**src/rtl/arbitro_balance.sv**
```systemverilog
// Shares one balance register and its add/subtract datapath between two ATM terminals, granting round-robin.
// Latency: REQ sampled in cycle N -> GNT in N+1 -> LISTO/BALANCE_STB in N+2 -> OCUPADO low in N+3.
// Backpressure: a terminal holds REQ/TIPO/MONTO until its LISTO pulse; the other requester waits in IDLE.
//
// Ports:
//   CLK, RESET (async active-low)          clock and reset
//   CARGAR_BALANCE, BALANCE_INICIAL        load the balance register (IDLE only, wins over requests)
//   REQx, TIPOx (0 dep / 1 ret), MONTOx    per-terminal request
//   GNTx, LISTOx                           grant level and one-cycle completion pulse
//   ENTREGAR_DINERO, FONDOS_INSUFICIENTES  withdrawal result, valid with LISTOx
//   BALANCE_ACTUALIZADO, BALANCE_STB       registered balance and its update strobe
//   OCUPADO                                high whenever the FSM is not IDLE
// Optional macro LIMITE_DIARIO_EN: adds a cumulative withdrawal cap (LIMITE_RETIRO) and the
// LIMITE_EXCEDIDO output; without it there is no accumulator and no cap check.
`timescale 1ns/1ps
module arbitro_balance #(
`ifdef LIMITE_DIARIO_EN
    parameter logic [63:0] LIMITE_RETIRO = 64'd500000,
`endif
    parameter int unsigned ANCHO_MONTO   = 32,
    parameter int unsigned ANCHO_BALANCE = 64
) (
    input  logic                     CLK,
    input  logic                     RESET,
    input  logic                     CARGAR_BALANCE,
    input  logic [ANCHO_BALANCE-1:0] BALANCE_INICIAL,
    input  logic                     REQ0,
    input  logic                     REQ1,
    input  logic                     TIPO0,
    input  logic                     TIPO1,
    input  logic [ANCHO_MONTO-1:0]   MONTO0,
    input  logic [ANCHO_MONTO-1:0]   MONTO1,
    output logic                     GNT0,
    output logic                     GNT1,
    output logic                     LISTO0,
    output logic                     LISTO1,
    output logic                     ENTREGAR_DINERO,
    output logic                     FONDOS_INSUFICIENTES,
`ifdef LIMITE_DIARIO_EN
    output logic                     LIMITE_EXCEDIDO,
`endif
    output logic [ANCHO_BALANCE-1:0] BALANCE_ACTUALIZADO,
    output logic                     BALANCE_STB,
    output logic                     OCUPADO
);

    typedef enum logic [1:0] {IDLE, EXEC, RESP} estado_t;

    estado_t                  estado_q, estado_d;
    logic                     ptr_q, ptr_d;       // terminal preferred on a tie
    logic                     quien_q, quien_d;   // terminal being served
    logic                     tipo_q, tipo_d;
    logic [ANCHO_MONTO-1:0]   monto_q, monto_d;
    logic [ANCHO_BALANCE-1:0] balance_q, balance_d;
    logic                     gnt0_q, gnt0_d, gnt1_q, gnt1_d;
    logic                     listo0_q, listo0_d, listo1_q, listo1_d;
    logic                     entregar_q, entregar_d;
    logic                     fondos_q, fondos_d;
    logic                     stb_q, stb_d;
    logic                     ocupado_q, ocupado_d;
`ifdef LIMITE_DIARIO_EN
    logic [63:0]              acc_q, acc_d;
    logic                     limite_q, limite_d;
    logic [64:0]              acc_suma;
    logic                     limite_ok;
`endif

    logic [ANCHO_BALANCE-1:0] monto_ext;
    logic [ANCHO_BALANCE:0]   suma;      // extra bit is the saturation carry
    logic                     fondos_ok;
    logic                     sel;

    assign monto_ext = ANCHO_BALANCE'(monto_q);
    assign suma      = {1'b0, balance_q} + {1'b0, monto_ext};
    assign fondos_ok = (monto_ext <= balance_q);
`ifdef LIMITE_DIARIO_EN
    assign acc_suma  = {1'b0, acc_q} + {1'b0, 64'(monto_q)};
    assign limite_ok = (acc_suma <= {1'b0, LIMITE_RETIRO});
`endif

    always_comb begin
        estado_d   = estado_q;
        ptr_d      = ptr_q;
        quien_d    = quien_q;
        tipo_d     = tipo_q;
        monto_d    = monto_q;
        balance_d  = balance_q;
        gnt0_d     = gnt0_q;
        gnt1_d     = gnt1_q;
        listo0_d   = 1'b0;
        listo1_d   = 1'b0;
        entregar_d = 1'b0;
        fondos_d   = 1'b0;
        stb_d      = 1'b0;
        sel        = 1'b0;
`ifdef LIMITE_DIARIO_EN
        acc_d      = acc_q;
        limite_d   = 1'b0;
`endif
        case (estado_q)
            IDLE: begin
                if (CARGAR_BALANCE) begin
                    balance_d = BALANCE_INICIAL;
                    stb_d     = 1'b1;
`ifdef LIMITE_DIARIO_EN
                    acc_d     = '0;
`endif
                end else if (REQ0 || REQ1) begin
                    // Lone requester wins outright; on a tie the pointer decides.
                    sel      = (REQ0 && REQ1) ? ptr_q : REQ1;
                    quien_d  = sel;
                    tipo_d   = sel ? TIPO1 : TIPO0;
                    monto_d  = sel ? MONTO1 : MONTO0;
                    gnt0_d   = ~sel;
                    gnt1_d   = sel;
                    estado_d = EXEC;
                end
            end
            EXEC: begin
                if (!tipo_q) begin
                    balance_d = suma[ANCHO_BALANCE] ? '1 : suma[ANCHO_BALANCE-1:0];
                end else begin
`ifdef LIMITE_DIARIO_EN
                    // The daily cap is judged before the funds check.
                    if (!limite_ok) begin
                        limite_d = 1'b1;
                    end else if (fondos_ok) begin
                        balance_d  = balance_q - monto_ext;
                        entregar_d = 1'b1;
                        acc_d      = acc_suma[63:0];
                    end else begin
                        fondos_d = 1'b1;
                    end
`else
                    if (fondos_ok) begin
                        balance_d  = balance_q - monto_ext;
                        entregar_d = 1'b1;
                    end else begin
                        fondos_d = 1'b1;
                    end
`endif
                end
                listo0_d = ~quien_q;
                listo1_d = quien_q;
                stb_d    = 1'b1;
                estado_d = RESP;
            end
            RESP: begin
                gnt0_d   = 1'b0;
                gnt1_d   = 1'b0;
                ptr_d    = ~quien_q;
                estado_d = IDLE;
            end
            default: begin
                gnt0_d   = 1'b0;
                gnt1_d   = 1'b0;
                estado_d = IDLE;
            end
        endcase
        ocupado_d = (estado_d != IDLE);
    end

    always_ff @(posedge CLK or negedge RESET) begin
        if (!RESET) begin
            estado_q   <= IDLE;
            ptr_q      <= 1'b0;
            quien_q    <= 1'b0;
            tipo_q     <= 1'b0;
            monto_q    <= '0;
            balance_q  <= '0;
            gnt0_q     <= 1'b0;
            gnt1_q     <= 1'b0;
            listo0_q   <= 1'b0;
            listo1_q   <= 1'b0;
            entregar_q <= 1'b0;
            fondos_q   <= 1'b0;
            stb_q      <= 1'b0;
            ocupado_q  <= 1'b0;
`ifdef LIMITE_DIARIO_EN
            acc_q      <= '0;
            limite_q   <= 1'b0;
`endif
        end else begin
            estado_q   <= estado_d;
            ptr_q      <= ptr_d;
            quien_q    <= quien_d;
            tipo_q     <= tipo_d;
            monto_q    <= monto_d;
            balance_q  <= balance_d;
            gnt0_q     <= gnt0_d;
            gnt1_q     <= gnt1_d;
            listo0_q   <= listo0_d;
            listo1_q   <= listo1_d;
            entregar_q <= entregar_d;
            fondos_q   <= fondos_d;
            stb_q      <= stb_d;
            ocupado_q  <= ocupado_d;
`ifdef LIMITE_DIARIO_EN
            acc_q      <= acc_d;
            limite_q   <= limite_d;
`endif
        end
    end

    assign GNT0                 = gnt0_q;
    assign GNT1                 = gnt1_q;
    assign LISTO0               = listo0_q;
    assign LISTO1               = listo1_q;
    assign ENTREGAR_DINERO      = entregar_q;
    assign FONDOS_INSUFICIENTES = fondos_q;
    assign BALANCE_ACTUALIZADO  = balance_q;
    assign BALANCE_STB          = stb_q;
    assign OCUPADO              = ocupado_q;
`ifdef LIMITE_DIARIO_EN
    assign LIMITE_EXCEDIDO      = limite_q;
`endif

endmodule

```
**config.mk**
```make
export PLATFORM = sky130hd
export DESIGN_NAME = arbitro_balance
export DESIGN_NICKNAME = d
export VERILOG_FILES = /design/src/rtl/arbitro_balance.sv
export SDC_FILE = /design/constraint.sdc
export NUM_CORES = 1
export LEC_CHECK = 0
export BUFFER_PORTS_ARGS = -buffer_cell sky130_fd_sc_hd__buf_2
export CORE_ASPECT_RATIO = 0.6
export CORE_MARGIN = 2
export CORE_UTILIZATION = 55
export DETAILED_ROUTE_END_ITERATION = 8
export MAX_ROUTING_LAYER = met4
export PLACE_DENSITY = 0.8
export SETUP_SLACK_MARGIN = 0.15
export SLEW_MARGIN = 20
export SYNTH_ARGS = -nofsm -noshare
export SYNTH_HDL_FRONTEND = slang
export SYNTH_SLANG_ARGS = --single-unit
```
**constraint.sdc**
```tcl
create_clock -name CLK -period 4.05 [get_ports CLK]
set_input_delay 0.6075 -clock CLK [delete_from_list [all_inputs] [get_ports CLK]]
set_output_delay 0.6075 -clock CLK [all_outputs]
set_load 0.02 [all_outputs]
```
==> results by group <==
Die
  • Row cnt: 39
  • Die H: 112 µm
  • Chip width: 184 µm
  • IO Count: 207
  • Starting Density: 0.560
  • Core Area: 19000 µm²
  • Die Area: 20500 µm²

Synthesis
  • Synth top area cells: dfrtp_1, ha_1, o21ai_0
  • Synth top area share: 0.256
  • Distinct cells, synth: 87
  • Top_reg_cell synth: dfrtp_1
  • Syn. warnings: 0
  • Synth Register Bits: 109
  • Sequential fraction of the synthesis area: 0.256
  • Synth Instances: 1411
  • Synth top cells by count: nand2_1, nor2_1, o21ai_0, dfrtp_1, a21oi_1
  • Syn Std Cell Area: 10600 µm²
  • Asr flop ratio synth: 1.00
  • Largest area contributor in the synthesized netlist: dfrtp_1
  • Avg Synthesized Cell Area: 7.54 µm²
  • Synthesized Nets: 1612
  • Post-synth EDFFs: 0

Power
  • PwrDens: 693 nW/µm²
  • Leakage: 5.64 nW
  • Power consumption: 8.63 mW
  • VDD IR max: 0.353 mV

STA
  • Worst clock skew: 12.8 ps
  • Fmax: 0.262 GHz
  • Final setup fails: 0
  • Final hold vios: 0
  • RSZ-0062 raised after global routing: yes
  • Final Critical Period: 3810 ps
  • Slew HR: 0.224
  • Worst-Margin Slew: 1130 ps
  • Setup TNS Final: 0 ps
  • Final worst setup slack: 238 ps
  • Final Max Tran Viols: 0
  • Final Cycle Share: 0.941

Clock network
  • Skew-Pair Late Insertion Delay: 380 ps
  • Clock slew at reported path FFs: 80 ps
  • Clock Path Buffers: 2
  • CTS tree: done
  • H-tree depth: 3
  • CTS root buf: clkbuf_16
  • Total clock sinks: 109
  • Clock buffer count from CTS: 9
  • Hold Buf Count CTS: 0

Drt
  • Final WL: 42000 µm
  • Antenna Nets Post-Route: 0
  • DRC viols: 0
  • Drt pass-1 iters: 6
  • Initial DRC count: 1848
  • Vias post-DR: 12200
  • Routed vias/inst: 6.63
  • Wire length per cell: 22.8 µm

Worst hold path
  • Hold Crit Class: input pin to asynchronous set/reset pin

Global route
  • Maximum number of pins on one net before global-route repair: 68
  • Gr ovfl total: 0
  • First-pass GRT wire length: 64600 µm
  • Antenna violations before repair: 0
  • Vias in the first global route: 11200
  • Tot GR Track Use: 0.420

Placement
  • GP Congestion: 1.09
  • Port-buffer cells: 206
  • Dpl ws: 104 ps
  • Detail Placement HPWL: 32500 µm

Critical path
  • CP required: 4300 ps
  • Worst setup SP type: flip-flop
  • R2r setup slk: 240 ps
  • Crit. End Element: flip-flop
  • Crit Path Category: flip-flop to flip-flop
  • CP max FO: 4
  • CP arrival: 4070 ps

Run status
  • Outcome: finished, final reports clean

Layout
  • Layout Area Growth over Synthesis: 17.1%
  • Antenna Cells: 0
  • Nets@finish: 1796
  • Share of layout cells above drive strength 1: 0.211

Run
  • Max capacitance violation total: 0
==> repair_timing <==
| action | 4_1_cts | 5_1_grt |
|---|---|---|
| pin swaps | 0 | 2 |
| gates resized for setup | 1 | 9 |
| endpoints found under the setup margin | 6 | 62 |
| setup buffers | 0 | 2 |
==> flip-flops by register name, indices dropped and copies added (netlist names) <==
| register | flops |
|---|---|
| tipo_q | 1 |
| BALANCE_ACTUALIZADO | 64 |
| LISTO1 | 1 |
| FONDOS_INSUFICIENTES | 1 |
| estado_q | 2 |
| ENTREGAR_DINERO | 1 |
| ptr_q | 1 |
| LISTO0 | 1 |
| GNT0 | 1 |
| BALANCE_STB | 1 |
| monto_q | 32 |
| quien_q | 1 |
| GNT1 | 1 |
| OCUPADO | 1 |
==> path summary, 6_finish.rpt <==
path / startpoint / end / cells past startpoint
worst max-delay path: BALANCE_ACTUALIZADO[2] / BALANCE_ACTUALIZADO[61] / 11
worst min-delay path: RESET / monto_q[18] / 1
worst max register to register: BALANCE_ACTUALIZADO[2] / BALANCE_ACTUALIZADO[61] / 11
worst min register to register: quien_q / LISTO0 / 1
max in group asynchronous: RESET / BALANCE_ACTUALIZADO[61] / 2
min in group CLK: BALANCE_INICIAL[44] / BALANCE_ACTUALIZADO[44] / 3
==> kinds of logic after synthesis <==
kind of cell    Yosys count  synth area share
buf+inv                 181            0.0715
simple gates            504             0.231
mux                      39            0.0370
fa+ha+maj                66            0.0790
compound gates          469             0.289
flops                   109             0.256
xor+xnor                 43            0.0354
==> worst max-delay path, cell delays in order (launching register included) <==
cell	delay, ps
dfrtp_1	470
ha_1	340
o211a_1	150
o31ai_1	90
buf_4	150
a2111oi_0	950
o311ai_2	300
and2_1	270
o2111ai_1	410
inv_1	130
a221oi_1	310
o2bb2ai_1	120
==> area by class of cell <==
class / instances / area, µm²
clock buffers: 9 / 225
multi-input cells: 1121 / 7240
well taps: 246 / 308
inverters: 81 / 304
clock inverters: 7 / 81.3
fillers: 1677 / 6520
flip-flops and latches: 109 / 2730
repair buffers: 273 / 1570
==> through the flow <==
step           instance area (µm²)  hold slack [ps]  cells  utilization
3_3_place_gp                 12100              459   1828        0.636
5_1_grt                      12500              209   1846        0.656
6_report                     12500              185   1846        0.656
4_1_cts                      12400              194   1844        0.653
3_5_place_dp                 12100              468   1828        0.636
2_1_floorplan                10600              312   1411            -
==> cells in the final DEF, fill, tap and decap left out, types with 42 or more instances in the layout <==
master and instances:
buf_2 205, nor2_1 137, nand2_1 136, o21ai_0 133
dfrtp_1 108, a21oi_1 105, inv_1 80, buf_4 65
ha_1 64, nor3_1 42
==> report_power, final <==
part / switching (mW) / internal (mW) / total, mW
Clock: 0.484 / 0.492 / 0.976
Combinational: 3.72 / 2.04 / 5.76
Sequential: 0.507 / 1.39 / 1.90
Total: 4.71 / 3.93 / 8.63
==> metal layers <==
layer,wire [µm],track usage
met1,19600,0.642
met5,0,-
met3,6090,0.154
met4,537,0.0635
met2,15700,0.523
Note: power is estimated with default switching activity, not from simulation.
